## config.mk

```make
export PLATFORM = sky130hd
export DESIGN_NAME = dds_multi_gen
export DESIGN_NICKNAME = d
export VERILOG_FILES = /design/src/rtl/dds_multi_gen.sv
export SDC_FILE = /design/constraint.sdc
export NUM_CORES = 2
export LEC_CHECK = 0
export BUFFER_PORTS_ARGS = -buffer_cell sky130_fd_sc_hd__buf_2
export CAP_MARGIN = 5
export CORE_UTILIZATION = 40
export DETAILED_ROUTE_END_ITERATION = 8
export REMOVE_ABC_BUFFERS = 1
export SLEW_MARGIN = 20
export SYNTH_ARGS = -nofsm -noshare
export SYNTH_HDL_FRONTEND = slang
export SYNTH_SLANG_ARGS = --single-unit
```

## constraint.sdc

```tcl
create_clock -name clk -period 63.4 [get_ports clk]
set_clock_uncertainty 0.15 [all_clocks]
set_input_delay 3.17 -clock clk [delete_from_list [all_inputs] [get_ports clk]]
set_output_delay 3.17 -clock clk [all_outputs]
set_load 0.01 [all_outputs]
```

## src/rtl/dds_multi_gen.sv

```systemverilog
// Multi-channel DDS generator: shared sample-rate divider, per-channel
// phase accumulators with sweep, shadow config committed on a sample tick.
module dds_multi_gen #(
  parameter int N_CH    = 2,
  parameter int PHASE_W = 32,
  parameter int DATA_W  = 12,
  parameter int DIV_W   = 8
) (
  input  logic                                      clk,
  input  logic                                      rst,
  input  logic                                      cfg_wr,
  input  logic [((N_CH > 1) ? $clog2(N_CH) : 1)-1:0] cfg_ch,
  input  logic [2:0]                                cfg_addr,
  input  logic [PHASE_W-1:0]                        cfg_data,
  output logic                                      cfg_ready,
  output logic [N_CH*DATA_W-1:0]                    wave_out,
  output logic                                      wave_valid
);

  logic [DIV_W-1:0] cnt;
  logic [DIV_W-1:0] div_act;
  logic [DIV_W-1:0] div_sh;
  logic             pending;
  logic             sync_sh;
  logic             tick;
  logic             apply;
  logic             accept;
  logic             ch_ok;

  logic [PHASE_W-1:0] ftw_sh  [N_CH];
  logic [PHASE_W-1:0] off_sh  [N_CH];
  logic [PHASE_W-1:0] step_sh [N_CH];
  logic [PHASE_W-1:0] lim_sh  [N_CH];
  logic [DATA_W-1:0]  amp_sh  [N_CH];
  logic [3:0]         mode_sh [N_CH];

  logic [PHASE_W-1:0] ftw_st  [N_CH];
  logic [PHASE_W-1:0] off_a   [N_CH];
  logic [PHASE_W-1:0] step_a  [N_CH];
  logic [PHASE_W-1:0] lim_a   [N_CH];
  logic [DATA_W-1:0]  amp_a   [N_CH];
  logic [3:0]         mode_a  [N_CH];

  logic [PHASE_W-1:0]  ftw_cur [N_CH];
  logic [PHASE_W-1:0]  acc     [N_CH];
  logic [PHASE_W-1:0]  acc_n   [N_CH];
  logic [PHASE_W-1:0]  cur_n   [N_CH];
  logic [PHASE_W:0]    sum     [N_CH];
  logic [PHASE_W-1:0]  phase   [N_CH];
  logic [DATA_W-1:0]   raw_n   [N_CH];
  logic [DATA_W-1:0]   raw_q   [N_CH];
  logic [2*DATA_W-1:0] prod    [N_CH];
  logic                raw_v;

  assign tick      = (cnt == div_act);
  assign apply     = tick & pending;
  assign cfg_ready = ~pending;
  assign accept    = cfg_wr & ~pending;
  assign ch_ok     = int'(cfg_ch) < N_CH;

  function automatic logic [DATA_W-1:0] shape(
    input logic [PHASE_W-1:0] p,
    input logic [3:0]         md
  );
    logic [DATA_W-1:0] u;
    logic [DATA_W-1:0] d;
    logic [DATA_W-1:0] r;
    u = p[PHASE_W-1 -: DATA_W];
    d = {u[DATA_W-2:0], 1'b0};
    r = '0;
    if (md[2]) begin
      unique case (md[1:0])
        2'd0: r = {DATA_W{u[DATA_W-1]}};
        2'd1: r = u;
        2'd2: r = u[DATA_W-1] ? ~d : d;
        default: r = '1;
      endcase
    end
    return r;
  endfunction

  always_ff @(posedge clk or posedge rst) begin
    if (rst) begin
      div_sh <= '0;
      for (int k = 0; k < N_CH; k++) begin
        ftw_sh[k]  <= '0;
        off_sh[k]  <= '0;
        step_sh[k] <= '0;
        lim_sh[k]  <= '0;
        amp_sh[k]  <= '1;
        mode_sh[k] <= '0;
      end
    end else if (accept) begin
      unique case (cfg_addr)
        3'd0: if (ch_ok) ftw_sh[cfg_ch] <= cfg_data;
        3'd1: if (ch_ok) off_sh[cfg_ch] <= cfg_data;
        3'd2: if (ch_ok) amp_sh[cfg_ch] <= cfg_data[DATA_W-1:0];
        3'd3: if (ch_ok) mode_sh[cfg_ch] <= cfg_data[3:0];
        3'd4: if (ch_ok) step_sh[cfg_ch] <= cfg_data;
        3'd5: if (ch_ok) lim_sh[cfg_ch] <= cfg_data;
        3'd6: div_sh <= cfg_data[DIV_W-1:0];
        default: ;
      endcase
    end
  end

  // accept only happens with pending low, so set and clear never collide
  always_ff @(posedge clk or posedge rst) begin
    if (rst) begin
      cnt     <= '0;
      div_act <= '0;
      pending <= 1'b0;
      sync_sh <= 1'b0;
    end else begin
      if (tick) cnt <= '0;
      else      cnt <= cnt + DIV_W'(1);
      if (apply) begin
        div_act <= div_sh;
        pending <= 1'b0;
      end
      if (accept && cfg_addr == 3'd7 && cfg_data[0]) begin
        pending <= 1'b1;
        sync_sh <= cfg_data[1];
      end
    end
  end

  always_comb begin
    for (int k = 0; k < N_CH; k++) begin
      sum[k]   = {1'b0, ftw_cur[k]} + {1'b0, step_a[k]};
      acc_n[k] = acc[k];
      cur_n[k] = ftw_cur[k];
      if (tick) begin
        acc_n[k] = mode_a[k][2] ? acc[k] + ftw_cur[k] : '0;
        if (mode_a[k][3]) begin
          if (sum[k] > {1'b0, lim_a[k]}) cur_n[k] = ftw_st[k];
          else                           cur_n[k] = sum[k][PHASE_W-1:0];
        end
      end
      if (apply) begin
        cur_n[k] = ftw_sh[k];
        if (sync_sh) acc_n[k] = '0;
      end
      // sample uses the post-commit offset and mode of this tick
      phase[k] = acc_n[k] + (apply ? off_sh[k] : off_a[k]);
      raw_n[k] = shape(phase[k], apply ? mode_sh[k] : mode_a[k]);
      prod[k]  = (2*DATA_W)'(raw_q[k]) * (2*DATA_W)'(amp_a[k]);
    end
  end

  always_ff @(posedge clk or posedge rst) begin
    if (rst) begin
      for (int k = 0; k < N_CH; k++) begin
        acc[k]     <= '0;
        ftw_cur[k] <= '0;
        ftw_st[k]  <= '0;
        off_a[k]   <= '0;
        step_a[k]  <= '0;
        lim_a[k]   <= '0;
        amp_a[k]   <= '1;
        mode_a[k]  <= '0;
      end
    end else begin
      for (int k = 0; k < N_CH; k++) begin
        acc[k]     <= acc_n[k];
        ftw_cur[k] <= cur_n[k];
        if (apply) begin
          ftw_st[k] <= ftw_sh[k];
          off_a[k]  <= off_sh[k];
          step_a[k] <= step_sh[k];
          lim_a[k]  <= lim_sh[k];
          amp_a[k]  <= amp_sh[k];
          mode_a[k] <= mode_sh[k];
        end
      end
    end
  end

  always_ff @(posedge clk or posedge rst) begin
    if (rst) begin
      raw_v      <= 1'b0;
      wave_valid <= 1'b0;
      wave_out   <= '0;
      for (int k = 0; k < N_CH; k++) raw_q[k] <= '0;
    end else begin
      raw_v      <= tick;
      wave_valid <= raw_v;
      if (tick) begin
        for (int k = 0; k < N_CH; k++) raw_q[k] <= raw_n[k];
      end
      if (raw_v) begin
        for (int k = 0; k < N_CH; k++)
          wave_out[k*DATA_W +: DATA_W] <= prod[k][2*DATA_W-1 -: DATA_W];
      end
    end
  end

endmodule
```

# ---- After elaboration in Yosys (flattened, before gate mapping)
# Cells that the tools add are included.
dict set report op_classes {
  n_addsub 7
  n_mul 2
  div_mod_pow 0
  n_lt_le_gt_ge 4
  n_eq_ne 12
  n_shift 0
  mux 41
  bitwise_logic 6
  reduce_logical 19
}
# operator count
set ops {}
lappend ops {{two-way mux 32 bit} 19}
lappend ops {{bitwise mux 64 bit} 4}
lappend ops {{adder 32 bit} 4}
lappend ops {{case mux 12 bit (3 select lines)} 2}
lappend ops {{adder 32 x 32 -> 33 bit} 2}
lappend ops {{greater-than comparator 33 x 32 -> 1 bit} 2}
lappend ops {{two-way mux 12 bit} 5}
lappend ops {{multiplier 12 x 12 -> 24 bit} 2}
lappend ops {{demux 32 bit (select 1 bit)} 1}
lappend ops {{bitwise mux 24 bit} 1}
lappend ops {{NOT 12 bit} 2}
lappend ops {{AND reduction 2 bit} 9}
lappend ops {{demux 12 bit (select 1 bit)} 1}
lappend ops {{equality test 3 bit (second input constant)} 4}
lappend ops {{adder 8 x 1 -> 8 bit (second input constant)} 1}
lappend ops {{bitwise mux 8 bit} 1}
lappend ops {{equality test 8 bit} 1}
lappend ops {{two-way mux 8 bit} 1}
lappend ops {{nonzero test 2 bit} 4}
lappend ops {{equality test 3 x 2 -> 1 bit (second input constant)} 2}
lappend ops {{two-way mux 3 bit} 2}
lappend ops {{demux 4 bit (select 1 bit)} 1}
lappend ops {{equality test 2 x 1 -> 1 bit (second input constant)} 2}
lappend ops {{equality test 2 bit (second input constant)} 2}
lappend ops {{11 further kinds} 16}
dict set report totals {
  ff_bits 780
  latchBits 0
  ram_bits 0
  romBits 0
  input_bits 39
  output_inout_bits 26
  word_cells 131
  memories 0
}

# ---- Depth between registers and ports, before layout
dict set report logic_depth {
  word_depth 10
  depth_mapped 30
  depth_no_buf 29
}

# ---- Worst setup path before layout
# OpenSTA, ideal clock, no wires.
dict set report synth_timing {
  path_kind {register to register}
  startpoint {reg ftw_cur[32] (netlist name)}
  endpoint {reg raw_q[17] (netlist name)}
  arrival_time_ns 6.042
  t_required_ns 63.128
  path_slack_ns 57.086
  stages_incl_launch_ff 28
  path_buffers 1
  synth_period_minus_slack_ns 6.314
  path_cell_list {dfrtp_1 > ha_1 > fa_1 > a21o_1 > a21oi_1 > o21bai_1 > a31oi_1 > o21ai_0 > a21oi_1 > o21ai_0 > a21o_1 > a21o_1 > a21o_1 > a21oi_1 > xor2_1 > o21ai_0 > ha_1 > nand3_1 > or4_1 > or2_2 > o221a_2 > a21oi_1 > or4_1 > nand3_1 > xnor2_1 > buf_2 > nand3_1 > a32o_1}
}
# element line
set synth_rtl {}
lappend synth_rtl {{start, declared} 44} ;# logic [PHASE_W-1:0] ftw_cur [N_CH];
lappend synth_rtl {{start signal, assigned by index} 166} ;# ftw_cur[k] <= cur_n[k];
lappend synth_rtl {{end, declared} 51} ;# logic [DATA_W-1:0] raw_q [N_CH];

==> results.md <==
* CORE AREA at 120000 um2
* Critical path type: flop to flop
* Synth top area share at between 30 and 40%
* CTS tree: done
* Most frequent cell after synthesis: nand2_1
* Syn. warnings at 0
* Clk_lat worst skew at about 0.66 ns
* Detail Route Antenna Nets at 0
* Chip width at approximately 350 um
* Final Cycle Share at approximately an eighth
* Tightest Pin Transition at 1.12 ns
* Grt ovf at 0
* Clock-pin slew on the worst setup and hold paths at 0.06 ns
* Worst Hold Class: flop to flop
* Crit-path max cell delay at 0.77 ns
* Sink Count at 780
* Mapped cell area at 48300 um2
* Initial antenna violation count at 8
* Nets@finish at 5506
* Final Hold Fails at 0
* Ports at 65
* P&R area growth vs syn at 10.2%
* Total GRT Usage at 20.0%
* Leak at 0.0271 uW
* Worst IR Drop VDD at 66.0 uV
* Top area cells in the synthesized netlist: dfrtp_1 (38%), ha_1 (9.5%), nand2_1 (8.8%)
* Worst Hold Margin at 0.295 ns
* Share of cells above drive strength 1 at 13.1%
* Gpl congestion at between 0.8 and 0.9
* Post-synthesis sequential area ratio at between 40% and 50%
* Fin area at 53200 um2
* Crit path max fanout at 17
* Post-layout min period at approximately 7.4 ns
* Setup Buffers After CTS at 0
* # rows at ~130
* Setup violations, final at 0
* Syn Area/Cell at between 9 and 10 um2
* Cell mode on critical path: a21o_1
* Crit path launch type: flop
* Vias in the first global route at approximately 34000
* Ys flop type: dfrtp_1
* Utilization after layout at 44.4%
* Netlist cell types at 85
* Initial DRC Count at 2388
* Hold-fix buffers, CTS at 0
* Max clock buf depth at 3
* Crit path DAT at 7.77 ns
* Largest net degree at the start of global routing at 174
* Drt drc at 0
* Initial DRT Pass Iterations at 6
* Critical path's slowest cell: a2111oi_0
* H-tree depth at 3
* Dpl hpwl at ~83 mm
* RSZ-0062 raised after global routing: no
* Root buffer cell: clkbuf_16
* Commonest cells post-synth: nand2_1 (1128), dfrtp_1 (732), ha_1 (367), inv_1 (349), mux2_2 (316)
* Normalized max-slew margin at between 20% and 30%
* Number of flops mapped to enable cells by yosys at 0
* Final Max Slew Viols at 0
* Required time of the critical path at 63.76 ns
* Die Height at 350 um
* Syn Inst Count at 4925
* Setup TNS at 0 ns
* Global-route wire length before repair at 194 mm
* DP Area at between 50000 and 60000 um2
* Synthesis-stage register bit count at 780
* Post-synth ARST share at 100%
* Max cap viols at 0
* Pwr/cell area at 41.3 nW/um2
* Total CTS buffers at 88
* Drt total wl at 120 mm
* Resized cells post-CTS at 0
* Post-synth top area cell: dfrtp_1
* Vias after detailed routing at 34191
* Routed wire length per instance at 18.2 um
* DIE AREA at approximately 120000 um2
* Outcome: finished clean
* Port bufs at 64
* Initial Util at 40.3%
* FMAX at between 100 and 150 MHz
* Via/cell ratio at 5.20
* Crit end category: flop
[report_power, final]
| part | switching, uW | internal [uW] |
|---|---|---|
| Clock | 211 | 323 |
| Sequential | 131 | 678 |
| Combinational | 497 | 360 |
[placed cells by master, fill, tap and decap left out, types with 65 or more instances in the layout]
| cell type | n |
|---|---|
| nand2_1 | 1121 |
| dfrtp_1 | 732 |
| ha_1 | 367 |
| inv_1 | 348 |
| mux2_2 | 316 |
| a21oi_1 | 216 |
| o21ai_0 | 210 |
| fa_1 | 202 |
| nor2_1 | 147 |
| a21o_1 | 136 |
| xnor2_1 | 106 |
| and2_1 | 91 |
| clkbuf_16 | 90 |
| mux2i_1 | 65 |
[through the flow]
step	power [uW]	instances	setup slack, ns
3_5_place_dp	1670	6419	55.70
6_report	2200	6579	55.99
5_1_grt	2360	6579	55.41
3_3_place_gp	1660	6419	55.75
4_1_cts	2220	6577	55.69
2_1_floorplan	1430	4711	38.26
[routing by layer]
layer,share of wire (%),GRT usage [%],vias to the layer above
li1,-,-,16546
met3,4.5,3.07,147
met5,0.038,0,-
met4,2.1,5.21,8
met1,47,27.7,16922
met2,46,32.5,568
[cell type report]
cell class                      instances  area (um2)
Fill cell                           11525       66600
Multi-Input combinational cell       3579       26700
Sequential cell                       780       19600
Clock buffer                          131        2600
Tap cell                             1612        2020
Inverter                              352        1330
Timing Repair Buffer                   97         613
Clock inverter                         27         418
Antenna cell                            1        2.50
[critical path, delay by kind of cell, from the launching register on]
kind	cells	cell delay, ns
AOI/OAI and AO/OA	12	3.14
and+or+nand+nor	11	2.27
adders and majority gates	2	0.66
xor gates and xnor gates	1	0.59
DFF	1	0.45
buffers and inverters	1	0.04
[cells by family (layout without fill, tap and decap cells)]
group | Yosys count | after routing | share of synthesized area (%)
muxes | 383 | 383 | 8.75
xor gates and xnor gates | 167 | 167 | 3.03
other | 0 | 1 | 0
buffers and inverters | 566 | 607 | 4.44
and+or+nand+nor | 1621 | 1621 | 14.3
adders and majority gates | 569 | 569 | 17.9
DFF | 780 | 780 | 40.5
AOI/OAI and AO/OA | 839 | 839 | 11.1
[registers in the layout, summed over array words and instances, names as in the netlist, 24 cells and up]
signal	cells
acc	64
ftw_cur	64
ftw_sh	64
ftw_st	64
lim_a	64
lim_sh	64
off_a	64
off_sh	64
step_a	64
step_sh	64
amp_a	24
amp_sh	24
raw_q	24
wave_out	24
[path summary, 6_finish.rpt]
check                                         from                      end  slack [ns]  cells after the start
setup / recovery           ftw_cur[33]$_DFFE_PP0P_    raw_q[19]$_DFFE_PP0P_       55.99                     27
hold / removal              amp_sh[15]$_DFFE_PP1P_    amp_a[15]$_DFFE_PP1P_        0.29                      2
setup reg to reg           ftw_cur[33]$_DFFE_PP0P_    raw_q[19]$_DFFE_PP0P_       55.99                     27
hold reg to reg             amp_sh[15]$_DFFE_PP1P_    amp_a[15]$_DFFE_PP1P_        0.29                      2
max in group asynchronous                      rst   off_sh[24]$_DFFE_PP0P_       56.98                      6
min in group asynchronous                      rst  wave_out[1]$_DFFE_PP0P_        2.54                      2
No activity file was read; power rests on OpenSTA's default activity.
